File: src/rtl/knn_seq.sv
// knn_seq: sequences training-point fetches and distance-core strobes for one k-NN pass
module knn_seq #(
    parameter int DATA_W = 32,
    parameter int LABEL  = 8,
    parameter int ADDR_W = 10
) (
    input  logic              clk,
    input  logic              rst,
    input  logic              start,
    input  logic              abort,
    input  logic [ADDR_W-1:0] base_addr,
    input  logic [ADDR_W-1:0] n_points,
    output logic              mem_req,
    output logic [ADDR_W-1:0] mem_addr,
    input  logic              mem_ack,
    input  logic [DATA_W-1:0] mem_rdata,
    output logic [DATA_W-1:0] b_data,
    output logic [LABEL-1:0]  label,
    output logic              rst_acc,
    output logic              en_acc,
    output logic              sel_xy,
    output logic              en_reg,
    output logic              valid,
    output logic              busy,
    output logic              done,
    output logic [ADDR_W-1:0] point_cnt
);
    typedef enum logic [2:0] {IDLE, FETCH_D, FETCH_L, CLR, ACC_X, ACC_Y, UPD, DONE} state_t;
    state_t state, state_nx;
    logic [ADDR_W-1:0] base, n, k, last;
    logic go;
    assign last = n - 1'b1;
    assign go = state == IDLE && start && !abort && n_points != '0;
    always_ff @(posedge clk) begin
        if (!rst) begin
            state  <= IDLE;
            base   <= '0;
            n      <= '0;
            k      <= '0;
            b_data <= '0;
            label  <= '0;
        end else begin
            state <= state_nx;
            if (go) begin
                base <= base_addr;
                n    <= n_points;
                k    <= '0;
            end
            if (!abort && mem_ack && state == FETCH_D) b_data <= mem_rdata;
            if (!abort && mem_ack && state == FETCH_L) label <= mem_rdata[LABEL-1:0];
            if (!abort && state == UPD && k != last) k <= k + 1'b1;
        end
    end
    always_comb begin
        state_nx = state;
        unique case (state)
            IDLE:    if (start) state_nx = n_points == '0 ? DONE : FETCH_D;
            FETCH_D: if (mem_ack) state_nx = FETCH_L;
            FETCH_L: if (mem_ack) state_nx = CLR;
            CLR:     state_nx = ACC_X;
            ACC_X:   state_nx = ACC_Y;
            ACC_Y:   state_nx = UPD;
            UPD:     state_nx = k == last ? DONE : FETCH_D;
            DONE:    state_nx = IDLE;
            default: state_nx = IDLE;
        endcase
        if (abort) state_nx = IDLE;
    end
    assign mem_req   = state == FETCH_D || state == FETCH_L;
    assign mem_addr  = base + (k << 1) + ADDR_W'(state == FETCH_L);
    assign rst_acc   = state == CLR;
    assign en_acc    = state == ACC_X || state == ACC_Y;
    assign sel_xy    = state == ACC_Y;
    assign en_reg    = state == UPD;
    assign valid     = state == UPD;
    assign busy      = state != IDLE;
    assign done      = state == DONE;
    assign point_cnt = k;
endmodule

File: config.mk
export PLATFORM = sky130hd
export DESIGN_NAME = knn_seq
export DESIGN_NICKNAME = d
export VERILOG_FILES = /design/src/rtl/knn_seq.sv
export SDC_FILE = /design/constraint.sdc
export NUM_CORES = 1
export LEC_CHECK = 0
export BUFFER_PORTS_ARGS = -buffer_cell sky130_fd_sc_hd__buf_2
export CORE_MARGIN = 2
export CORE_UTILIZATION = 46
export CTS_CLUSTER_SIZE = 8
export DETAILED_ROUTE_END_ITERATION = 12
export PLACE_DENSITY_LB_ADDON = 0.25
export SLEW_MARGIN = 20
export SYNTH_ARGS = -nofsm -noshare
export SYNTH_HDL_FRONTEND = slang
export SYNTH_SLANG_ARGS = --single-unit
File: constraint.sdc
create_clock -name clk -period 2.8 [get_ports clk]
set_input_delay 0.56 -clock clk [delete_from_list [all_inputs] [get_ports clk]]
set_output_delay 0.56 -clock clk [all_outputs]
set_load 0.03 [all_outputs]
# Word-level counts from Yosys, hierarchy flattened
# Index checks and enable logic that the tools add are counted.
# W data, S select, Z words.
[op_classes] eq_ne=12 n_shift=0 addsub=4 mul=0 order_cmp=0 n_mux=8 n_reduce_logical=18 bitwise=1 n_div=0
[ops] operator="$pmux W3 S8" count=1
[ops] operator="$mux W10" count=2
[ops] operator="$mux W3" count=5
[ops] operator="$eq A3 B3 Y1 const B" count=4
[ops] operator="$add A10 B1 Y10" count=1
[ops] operator="$add A10 B1 Y10 const B" count=1
[ops] operator="$add A10 B10 Y10" count=1
[ops] operator="$eq A10 B10 Y1" count=1
[ops] operator="$logic_not A10 Y1" count=1
[ops] operator="$ne A10 B10 Y1" count=1
[ops] operator="$reduce_bool A10 Y1" count=1
[ops] operator="$sub A10 B1 Y10 const B" count=1
[ops] operator="$logic_and A1 B1 Y1" count=8
[ops] operator="$eq A3 B2 Y1 const B" count=2
[ops] operator="$ne A2 B2 Y1 const B" count=3
[ops] operator="$eq A3 B1 Y1 const B" count=1
[ops] operator="$logic_not A3 Y1" count=1
[ops] operator="$reduce_and A3 Y1" count=1
[ops] operator="$reduce_bool A3 Y1" count=1
[ops] operator="$logic_or A1 B1 Y1" count=2
[ops] operator="$reduce_bool A2 Y1" count=1
[ops] operator="$reduce_or A2 Y1" count=1
[ops] operator="$logic_not A1 Y1" count=1
[ops] operator="$not A1 Y1" count=1
[totals] in_bits=57 ff_bits=73 output_inout_bits=68 ramBits=0 mem_count=0 latch_bits=0 mem_bits_ro=0 wordCells=49

# Depth between registers and ports, before layout
[depth] ltp_word=6 mapped_depth=12 ltp_nobuf=11

# Worst setup path before layout
# OpenSTA, ideal clock, no wires.
[synth_path] path_type="reg-to-output" start="reg state[1]" end="out mem_addr[8]" arrival_ns=2.666 path_stages_with_launch=13 path_buffers=1 setup_slack_ns=-0.426 required_time_ns=2.240 path_cell_list="dfxtp_1 -> clkbuf_1 -> nor3b_1 -> ha_1 -> inv_1 -> fa_1 -> inv_1 -> a21oi_1 -> o21bai_1 -> a21o_1 -> a21oi_1 -> o21ai_0 -> xor2_1"
[synth_via] elab_chain_len=2
[synth_rtl] item="start: declaration" line="29" rtl="state_t state, state_nx;"
[synth_rtl] item="start signal: assignment" line="43" rtl="state <= state_nx;"
[synth_rtl] item="$eq A3 B2 Y1" line="70" rtl="assign mem_addr = base + (k << 1) + ADDR_W'(state == FETCH_L);"
[synth_rtl] item="$add A10 B1 Y10" line="70"
[synth_rtl] item="end: declaration" line="14" rtl="output logic [ADDR_W-1:0] mem_addr,"
# No other way between the ends.

# Final worst setup path
[layout_path] start="reg state[0]" end="out mem_addr[8]"
# The elaborated chain is that of the path after synthesis.

==> impl_metrics.tcl <==
set metrics [dict create \
    drt_iter0_drc 132 \
    relSlewSlack_pct 63.64 \
    arrival_ns 2.53 \
    worstSetupStartpointType "flip-flop" \
    finalWorstSetupSlack_ns -0.2871 \
    hold_viol 0 \
    routedWlPerCell_um 14.80 \
    register_area_um2 1466 \
    critPathMaxFanout 2 \
    cts_inserted_buffers 9 \
    syn-instance-count 422 \
    synth_nets 491 \
    synth_edf_count 0 \
    grt_usage_pct 22.83 \
    tightest_slew_ns 0.5454 \
    core_area_um2 7767 \
    crit_end "mem_addr[8]" \
    diodes 0 \
    place_congestion 0.8837 \
    required_ns 2.24 \
    htreeDepth 3 \
    drive_above_1_share_pct 36.43 \
    rrSetupSlack_ns 0.14 \
    power-per-cell-area_nw_per_um2 493.0 \
    ctsHoldBuffers 0 \
    timing_worst_setup_path_type "flip-flop to primary output" \
    clock_latency_ns 0.36 \
    die_h_um 93.93 \
    fmaxAchievable_ghz 0.3239 \
    startpoint "state[0]$_SDFFE_PP0P_" \
    grt_max_degree 38 \
    slew_viol_final 0 \
    antenna_found_initial 0 \
    ys_ff_latch 73 \
    rows 32 \
    setup.worst_path.end_class "primary output" \
    p_total_mw 2.472 \
    vias 3450 \
    synth_area_um2 3720 \
    synth-async-reset-ratio_pct 0 \
    grt_pass1_vias 3399 \
    r2r_start "n[4]$_SDFFE_PN0P_" \
    rr_worst_depth 9 \
    slowest_delay_ns 0.35 \
    dieWidth_um 93.93 \
    initial_utilization_pct 47.89 \
    syn_avg_cell_area_um2 8.815 \
    gr-total-overflow 0 \
    drc 0 \
    cts_tree "done" \
    crit_chain "nor3b_4 -> ha_2 -> inv_2 -> fa_2 -> inv_2 -> a21oi_2 -> o21bai_1 -> a21o_1 -> a21oi_4 -> o21ai_2 -> xor2_2 -> buf_6" \
    post-route-period-util_pct 110.3 \
    area_growth_pct 34.81 \
    setup_viol 5 \
    fin_crit_ns 3.087 \
    maxCapViolCount 0 \
    grt_pass1_wl_um 15840 \
    status "finished, violations left" \
    vdd_drop_max_uv 270.6 \
    fin_nets 635 \
    io_pins 125 \
    cts.sinks 73 \
    clockBufferDepth 2 \
    ant_nets 0 \
    cts-root-buf "clkbuf_8" \
    leakage_nw 2.449 \
    drt_first_pass_iters 4 \
    clk_pin_slew_ns 0.08 \
    synth-warning-count 0 \
    multi_input_area_um2 2211 \
    pre_cts_ws_ns -0.1048 \
    clock-skew-final_ns 0.01068 \
    portBuffers 124 \
    min_path_type "primary input to flip-flop" \
    fillers 657 \
    synth_top_flop_cell "dfxtp_1" \
    crit_path_top_delay_cell "fa_2" \
    crit_path_frequent_cell "inv_2" \
    dieArea_um2 8822 \
    synthDistinctLibCells 50 \
    violations "setup timing" \
    wirelength_um 9961 \
    rr_endpoint "point_cnt[8]$_SDFFE_PN0P_" \
    viasPerCell 5.126 \
    dpl.hpwl_um 7237 \
    yosysSeqAreaShare_pct 39.29 \
    rsz0062_at_grt "yes" \
]
-- through the flow --
step	std cells	area [um^2]	hold slack (ns)	utilization, %	setup TNS, ns
2_1_floorplan	422	3806	0.4899	-	-0.03230
3_3_place_gp	651	4607	0.4468	59.31	0
3_5_place_dp	651	4607	0.4552	59.31	-0.2340
4_1_cts	670	4931	0.4362	63.48	-0.8179
5_1_grt	673	5015	0.4483	64.56	-1.411
6_report	673	5015	0.4415	64.56	-0.9933
-- repair_timing --
action,4_1_cts,5_1_grt
pin swaps,13,11
endpoints found under the setup margin,9,14
gates cloned,0,1
gates resized for setup,16,13
endpoints found under the hold margin,0,0
buffers inserted,5,2
-- registers in the layout, indices dropped and copies added, names as in the netlist --
| register | flops |
|---|---|
| base | 10 |
| b_data | 32 |
| n | 10 |
| label | 8 |
| state | 3 |
| point_cnt | 10 |
-- worst max-delay path, delay by kind of cell (launching register included) --
family	cells	cell delay [ns]
adders and majority gates	2	0.58
xor gates and xnor gates	1	0.16
and+or+nand+nor	1	0.23
buffers and inverters	3	0.25
DFF	1	0.34
AOI/OAI and AO/OA	5	0.63
-- how the worst min path moves through the flow --
stage	cells after the start	endpoint	from
after detailed placement	2	b_data[19]$_SDFFE_PN0P_	b_data[19]$_SDFFE_PN0P_
final	3	b_data[20]$_SDFFE_PN0P_	mem_rdata[20]
after global placement	2	b_data[2]$_SDFFE_PN0P_	b_data[2]$_SDFFE_PN0P_
after CTS	3	b_data[20]$_SDFFE_PN0P_	mem_rdata[20]
after floorplan	2	base[2]$_SDFFE_PN0P_	base[2]$_SDFFE_PN0P_
after global routing	3	b_data[20]$_SDFFE_PN0P_	mem_rdata[20]
-- cell usage in the layout (no fill, tap or decap), types with 10 or more instances in the layout --
cell,n
nor2_1,15
mux2i_1,29
nand3_1,11
nand2_1,74
buf_4,31
inv_1,13
dfxtp_1,69
xnor2_1,14
buf_2,120
clkbuf_8,10
a21boi_0,32
nor2b_1,31
ha_1,10
-- kinds of logic (layout without fill, tap and decap cells) --
kind of cell,Yosys count,count (layout),synth area share [%]
AOI/OAI and AO/OA,72,72,14.50
xor gates and xnor gates,26,26,6.122
adders and majority gates,12,12,4.238
buffers and inverters,39,188,4.742
DFF,73,73,39.29
muxes,29,29,7.804
and+or+nand+nor,171,171,23.31
-- metal layers --
metal  track usage, %  share of wire (%)
met1            26.73                 43
met3            6.180                6.2
met4            8.937                1.5
met5                0                  0
met2            39.52                 50
-- area by class of cell --
cell class              instances  area share [%]
clock buffers                  10           2.745
clock inverters                 6           2.295
inverters                      15           1.123
multi-input cells             310           44.09
flip-flops and latches         73           29.24
well taps                     102           2.545
repair buffers                157           17.96
-- cell usage after synthesis, types with 3 or more instances --
master	instances	area, um^2
nor4_1	5	31.28
o21ai_0	4	20.02
clkbuf_1	18	67.56
xnor2_1	17	148.9
nand2_1	74	277.8
inv_1	15	56.30
dfxtp_1	73	1461
a21boi_0	32	240.2
xor2_1	9	78.83
and3_1	4	25.02
or3_1	3	18.77
nor2b_1	31	193.9
nor2_1	15	56.30
a21o_1	4	30.03
ha_1	11	137.6
a21oi_1	11	55.05
nand3_1	11	55.05
a211o_1	3	26.28
mux2i_1	29	290.3
buf_6	3	33.78
nor3_1	7	35.03
nor3b_1	4	30.03
-- where the power goes --
part	internal, mW	total [mW]	switching [mW]
Combinational	0.162	0.353	0.191
Sequential	1.06	1.08	0.0184
Clock	0.619	1.04	0.419
Power figures use the tool's default switching activity.
